**config.mk**
```make
export PLATFORM = sky130hd
export DESIGN_NAME = ula_cmd_driver
export DESIGN_NICKNAME = d
export VERILOG_FILES = /design/src/rtl/ula_pkg.sv /design/src/rtl/ula_cmd_driver.sv
export SDC_FILE = /design/constraint.sdc
export NUM_CORES = 1
export LEC_CHECK = 0
export ABC_AREA = 1
export CORE_MARGIN = 4
export CORE_UTILIZATION = 30
export CTS_CLUSTER_SIZE = 30
export DETAILED_ROUTE_END_ITERATION = 12
export GPL_ROUTABILITY_DRIVEN = 0
export PLACE_DENSITY = 0.68
export SLEW_MARGIN = 40
export SYNTH_ARGS = -nofsm -noshare
export SYNTH_HDL_FRONTEND = slang
export SYNTH_SLANG_ARGS = --single-unit
```
**constraint.sdc**
```tcl
create_clock -name clk -period 3.15 [get_ports clk]
set_clock_uncertainty 0.2 [all_clocks]
set_input_delay 0.63 -clock clk [delete_from_list [all_inputs] [get_ports clk]]
set_output_delay 0.63 -clock clk [all_outputs]
set_load 0.05 [all_outputs]
```
**src/rtl/ula_pkg.sv**
```systemverilog
// Shared types for the ULA command driver: opcodes, driver states and the
// bit positions of the {v,c,n,z} flag nibble returned with each response.
package ula_pkg;

  typedef enum logic [1:0] {
    ULA_ADD = 2'b00,
    ULA_SUB = 2'b01,
    ULA_AND = 2'b10,
    ULA_OR  = 2'b11
  } ula_op_e;

  typedef enum logic [1:0] {
    IDLE = 2'b00,
    WAIT = 2'b01,
    RESP = 2'b10
  } drv_state_e;

  localparam int FLG_V = 3;
  localparam int FLG_C = 2;
  localparam int FLG_N = 1;
  localparam int FLG_Z = 0;

  // Latency counter width; covers ALU_LATENCY up to 15.
  localparam int LAT_W = 4;

endpackage

```
**src/rtl/ula_cmd_driver.sv**
```systemverilog
// Initiator for the registered ULA: takes one command at a time, presents it to the
// ULA, waits out the ULA latency, then holds the tagged result until it is consumed.
module ula_cmd_driver
  import ula_pkg::*;
#(
  parameter int WIDTH       = 32,
  parameter int TAG_W       = 4,
  parameter int ALU_LATENCY = 1,
  parameter int CNT_W       = 16
) (
  input  logic               clk,
  input  logic               rst_n,
  input  logic               cmd_valid,
  output logic               cmd_ready,
  input  logic [1:0]         cmd_op,
  input  logic [WIDTH-1:0]   cmd_a,
  input  logic [WIDTH-1:0]   cmd_b,
  input  logic [TAG_W-1:0]   cmd_tag,
  output logic [WIDTH-1:0]   alu_a,
  output logic [WIDTH-1:0]   alu_b,
  output logic [1:0]         alu_op,
  input  logic [WIDTH-1:0]   alu_result,
  input  logic               alu_v,
  input  logic               alu_c,
  input  logic               alu_n,
  input  logic               alu_z,
  output logic               rsp_valid,
  input  logic               rsp_ready,
  output logic [WIDTH-1:0]   rsp_result,
  output logic [3:0]         rsp_flags,
  output logic [TAG_W-1:0]   rsp_tag,
  output logic               busy,
  output logic [CNT_W-1:0]   op_count
);

  localparam logic [LAT_W-1:0] LAT_LOAD = LAT_W'(ALU_LATENCY);

  drv_state_e        state_q, state_d;
  logic [LAT_W-1:0]  cnt_q;
  logic [TAG_W-1:0]  tag_q;
  logic              accept;
  logic              capture;
  logic              rsp_done;
  logic [3:0]        flags_now;

  assign cmd_ready = (state_q == IDLE);
  assign rsp_valid = (state_q == RESP);
  assign busy      = (state_q != IDLE);

  always_comb begin
    flags_now        = '0;
    flags_now[FLG_V] = alu_v;
    flags_now[FLG_C] = alu_c;
    flags_now[FLG_N] = alu_n;
    flags_now[FLG_Z] = alu_z;
  end

  // The ULA registers operands one edge after we drive them, so the result for a
  // latency of L is stable after L edges and is sampled on edge L+1 (cnt reaches 0).
  always_comb begin
    state_d  = state_q;
    accept   = 1'b0;
    capture  = 1'b0;
    rsp_done = 1'b0;
    case (state_q)
      IDLE: begin
        if (cmd_valid) begin
          accept  = 1'b1;
          state_d = WAIT;
        end
      end
      WAIT: begin
        if (cnt_q == '0) begin
          capture = 1'b1;
          state_d = RESP;
        end
      end
      RESP: begin
        if (rsp_ready) begin
          rsp_done = 1'b1;
          state_d  = IDLE;
        end
      end
      default: state_d = IDLE;
    endcase
  end

  always_ff @(posedge clk or negedge rst_n) begin
    if (!rst_n) begin
      state_q <= IDLE;
      cnt_q   <= '0;
    end else begin
      state_q <= state_d;
      if (accept) begin
        cnt_q <= LAT_LOAD;
      end else if (state_q == WAIT && cnt_q != '0) begin
        cnt_q <= cnt_q - LAT_W'(1);
      end
    end
  end

  // Operands stay on the ULA bus after completion; only a new command replaces them.
  always_ff @(posedge clk or negedge rst_n) begin
    if (!rst_n) begin
      alu_a  <= '0;
      alu_b  <= '0;
      alu_op <= 2'b00;
      tag_q  <= '0;
    end else if (accept) begin
      alu_a  <= cmd_a;
      alu_b  <= cmd_b;
      alu_op <= cmd_op;
      tag_q  <= cmd_tag;
    end
  end

  always_ff @(posedge clk or negedge rst_n) begin
    if (!rst_n) begin
      rsp_result <= '0;
      rsp_flags  <= '0;
      rsp_tag    <= '0;
    end else if (capture) begin
      rsp_result <= alu_result;
      rsp_flags  <= flags_now;
      rsp_tag    <= tag_q;
    end
  end

  always_ff @(posedge clk or negedge rst_n) begin
    if (!rst_n) begin
      op_count <= '0;
    end else if (rsp_done) begin
      op_count <= op_count + CNT_W'(1);
    end
  end

endmodule
```
==> impl_metrics.csv <==
group,metric,value,unit
synth,netlist_instances,602,
sta,fin_crit_sh,86.36,%
cts,post_cts_buffers,0,
sta,setup_viol,0,
finish,num-nets-final,951,
floorplan,die_h,142.9,um
global_route,grt_pass1_vias,4612,
synth,yosys.area.top_type,"dfrtp_1",
floorplan,die_w,142.9,um
floorplan,die_area,20430,um2
routing,via_per_inst,4.208,
cts,numClockSinks,132,
power_and_ir_drop,power_density,1212,nW/um2
finish,area_growth,58.37,%
cts,post_cts_resized,0,
global_route,grt_pass1_wl,22730,um
sta,worst_slew_pin_slew,0.6998,ns
cts,cts_tree,"built",
place,hpwlAfterDp,9941,um
sta,relSlewSlack,53.35,%
routing,drtAntennaViolNets,0,
sta,finalSetupTns,0,ns
routing,dr_total_vias,4545,
worst_setup_path,cpPeakStageDelay,0.83,ns
global_route,grt_max_degree,77,
sta,clock.fmax,0.3676,GHz
finish,layout_commonest_cell,"nand2_1",
routing,drc_errors,0,
place,placement.cell_area,7991,um2
sta,slew_violations,0,
routing,wl,13920,um
worst_setup_path,worstSetupPathType,"reg -> out",
cts,cts-buffers-inserted,17,
place,port_buffers,234,
sta,hold_violations,0,
sta,period_minus_slack,2.720,ns
worst_setup_path,endpoint_kind,"output pin",
finish,final_cell_area,8650,um2
hold_path,hp-class,"in -> async",
synth,ys.warnings.count,0,
routing,firstDrtPassIters,4,
cts,max-clock-path-buffers,2,
floorplan,core,17960,um2
power_and_ir_drop,power,10.48,mW
global_route,antenna_found_initial,0,
global_route,overflow,0,
worst_setup_path,arrival,1.89,ns
cts,cts-root-buf,"clkbuf_16",
synth,yosysTopAreaCellShare,60.48,%
sta,fin_worst_hold_slack,0.01530,ns
worst_setup_path,slowest_stage,"clkdlybuf4s50_1",
floorplan,io-pin-count,235,
synth,ys_ff_latch,132,
worst_setup_path,crit_chain,"inv_2 -> nand2_1 -> inv_1 -> clkdlybuf4s50_1",
floorplan,rows,49,
synth,netlist_area,5461,um2
synth,synth.area.top_cells,"dfrtp_1 (60%), nand2_1 (19%), inv_1 (3.9%)",
synth,syn_avg_cell_area,9.072,um2
worst_setup_path,critPathTopFamily,"buffers and inverters",
worst_setup_path,start_kind,"register",
status,outcome,"finished, final reports clean",
finish,final_cell_mix,"nand2_1 (279), clkdlybuf4s50_1 (233), dfrtp_1 (132)",
power_and_ir_drop,leakagePower,4.153,nW
synth,synth_fp_nets,715,
flow_run,max_cap_violations,0,
cts,htree_num_levels,4,
finish,drive_above_1_share,7.873,%
sta,rsz0062_at_grt,"no",
worst_setup_path,critPathBufInv,3,
global_route,grt_usage,14.11,%
routing,post_drt_wl_per_cell,12.89,um
floorplan,start_util,30.40,%
routing,drt_iter0_markers,132,
cts,clkTransAtPathRegs,0.06,ns
cts,holdBufCountCts,0,
worst_setup_path,cp_max_fo,4,
power_and_ir_drop,ir_drop,0.0006589,V
finish,nFillCells,1728,
cts,insertion_delay,0.41,ns
worst_setup_path,worst_ep_required_time,2.32,ns
synth,seq_area_frac_synth,60.48,%
synth,synth_cell_type_count,24,
finish,diodes,0,
## routing by layer
| metal | vias to the layer above | part of all wire [%] | track usage, % |
|---|---|---|---|
| met4 | 0 | 1.2 | 3.802 |
| met1 | 2054 | 42 | 16.79 |
| li1 | 2313 | - | - |
| met3 | 11 | 10 | 7.200 |
| met5 | - | 0 | 0 |
| met2 | 167 | 46 | 22.68 |
## per-stage QoR
step                cells  util, %  setup WS, ns
floorplan             602        -         1.276
global placement     1048    44.49        0.8742
detailed placement   1048    44.49        0.8469
CTS                  1080    48.15        0.3919
global route         1080    48.15        0.3313
finish               1080    48.15        0.4295
## synth_stat cells (all sizes together)
| master | count |
|---|---|
| buf | 23 |
| xor2 | 2 |
| nor3 | 3 |
| nor3b | 1 |
| nand3 | 13 |
| xnor2 | 8 |
| o31ai | 1 |
| inv | 60 |
| o22ai | 1 |
| nor2 | 21 |
| nand2 | 282 |
| ha | 3 |
| dfrtp | 132 |
| o21ai | 47 |
| nand4 | 5 |
## path summary, 6_finish.rpt
kind | startpoint | to | depth (start not counted) | slack (ns)
max | state_q[0] | rsp_valid | 4 | 0.43
min | rst_n | op_count[14] | 1 | 0.02
max reg2reg | cnt_q[0] | rsp_result[20] | 6 | 1.00
min reg2reg | alu_b[15] | alu_b[15] | 2 | 0.27
max in group asynchronous | rst_n | alu_a[21] | 2 | 1.99
min in group clk | alu_b[15] | alu_b[15] | 2 | 0.27
## logic make-up (layout without fill, tap and decap cells)
kind of cell | count (synthesis) | after routing | synth area share (%)
and+or+nand+nor | 325 | 325 | 23.96
DFF | 132 | 132 | 60.48
buffers and inverters | 83 | 332 | 7.469
AOI/OAI and AO/OA | 49 | 49 | 5.796
xor gates and xnor gates | 10 | 10 | 1.604
adders and majority gates | 3 | 3 | 0.6874
## cell type report
| cell class | instances | area (um2) | share of cell area [%] |
|---|---|---|---|
| clock buffer | 21 | 460.4 | 5.323 |
| timing repair buffer | 240 | 2426 | 28.05 |
| clock inverter | 11 | 197.7 | 2.286 |
| sequential | 132 | 3303 | 38.19 |
| inverter | 60 | 225.2 | 2.604 |
| tap | 229 | 286.5 | 3.313 |
| multi-input combinational | 387 | 1750 | 20.24 |
## report_power, final
group | internal (mW) | switching, mW | total [mW]
clock network | 1.45 | 0.740 | 2.19
logic | 1.75 | 3.71 | 5.46
registers | 2.43 | 0.396 | 2.83
total | 5.63 | 4.85 | 10.5
## state kept, by name, summed over array words and instances (netlist names), 4 cells and up
register / count
op_count: 16
cnt_q: 4
alu_b: 32
rsp_result: 32
rsp_tag: 4
alu_a: 32
tag_q: 4
rsp_flags: 4
Note: power is estimated with default switching activity, not from simulation.
==> patch (config.mk and constraints unchanged) <==
Set the package constant `LAT_W` to 6 (it was 4).
--- a/src/rtl/ula_pkg.sv
+++ b/src/rtl/ula_pkg.sv
@@ -21,7 +21,7 @@
   localparam int FLG_Z = 0;
 
   // Latency counter width; covers ALU_LATENCY up to 15.
-  localparam int LAT_W = 4;
+  localparam int LAT_W = 6;
 
 endpackage
 
Check against the original RTL: same outputs for any inputs over 10 cycles, from zero or initial values and one cycle with rst_n low; that may be too few to reach the edited logic, so the function may still have changed.
==> patch against the original RTL <==
Total power increased by 4.8%; register-to-register slack better by 0.17 ns; count of clock-buffer cells in the layout decreased by 3; synthesized cell count rose by 1.5%; global-route usage is 0.84 points higher; setup slack lost 0.085 ns; sequential cell count rose by 2; cell area increased by 0.62%; cell count up 0.65%; clock power is 5% higher; wire length is 8.5% higher; worst hold slack gained 0.25 ns; synthesized area hardly changed; largest cell class unchanged.
==> patch: results (changes against the original RTL) <==
Synthesis
  • Post-Synth XOR/XNOR Area: 1.92% (was 1.60%)
  • Post-synthesis mux area share: 0.206% (was 0%)
  • Post-synth top cells: 312 x nand2_1, 134 x dfrtp_1, 49 x nand3_1 (was 279 x nand2_1, 132 x dfrtp_1, 57 x inv_1)
  • Synth cell types: 26 (was 24)
  • Syn Area/Cell: 8.95 um2 (was 9.07 um2)
  • Leading post-synthesis cells by cell area: dfrtp_1 61%, nand2_1 21%, nand3_1 4.5% (was dfrtp_1 60%, nand2_1 19%, inv_1 3.9%)
  • Complex-gate fraction of the synthesized area: 1.58% (was 5.80%)

Place
  • Placed cell area: 0.00801 mm2 (was 0.00799 mm2)
  • Hpwl dp: 10.3 mm (was 9.94 mm)
  • DP Worst Slack: 0.761 ns (was 0.847 ns)

Global routing
  • Met2 Usage GRT: 24.1% (was 22.7%)
  • Vias in the first global route: 4,805 (was 4,612)
  • Largest net degree at the start of global routing: 70 (was 77)
  • Met3 usage: 5.86% (was 7.20%)
  • All-Layer GR Usage: 15.0% (was 14.1%)
  • First-pass GRT wire length: 24.3 mm (was 22.7 mm)

Route
  • 1st-iter DRT viols: 158 (was 132)
  • WL met3: 1.34 mm (was 1.42 mm)
  • WL met2: 7.04 mm (was 6.45 mm)
  • Final wirelength: 15.1 mm (was 13.9 mm)

Power and ir drop
  • P_seq: 0.00292 W (was 0.00283 W)
  • Peak VDD IR: 0.000686 V (was 0.000659 V)
  • Register share of total power: 26.6% (was 27.0%)
  • Int Pwr: 0.00580 W (was 0.00563 W)

Hold path
  • Worst hold path class: reg -> reg (was in -> async)

Cells and area
  • Filler instances: 1,718 (was 1,728)
  • Layout Cells excl Fill: 1,087 (was 1,080)
  • Final nets: 958 (was 951)

Clock network
  • Hold_buf cts: 1 (was 0)

Outcome
  • Status: finished, final reports clean (unchanged)
==> patch: cell types whose count changed in the layout (fill, tap and decap cells not counted), sizes merged, moves of 3 or more <==
cell | unedited run | this run
o21ai | 47 | 13
xor2 | 2 | 7
nand3 | 13 | 50
inv | 62 | 29
xnor2 | 8 | 5
nand2 | 282 | 316
clkbuf | 21 | 18
==> patch: path summary, 6_finish.rpt <==
path                                    start        endpoint  slack [ns]  cells past startpoint
worst min register to register  rsp_result[8]   rsp_result[8]        0.27                      2
worst max register to register     state_q[0]      state_q[1]        1.17                      5
worst max-delay path               state_q[1]       rsp_valid        0.34                      3
max in group asynchronous               rst_n  rsp_result[19]        1.43                      3
worst min-delay path            rsp_result[8]   rsp_result[8]        0.27                      2
min in group asynchronous               rst_n     op_count[3]        0.50                      2
==> patch: final cells by class <==
cell class,count,area (um2),area share (%)
sequential,134,3350,38.5
inverter,26,97.6,1.12
timing repair buffer,242,2430,27.9
tap,229,287,3.29
clock inverter,14,246,2.83
multi-input combinational,424,1850,21.2
clock buffer,18,439,5.05
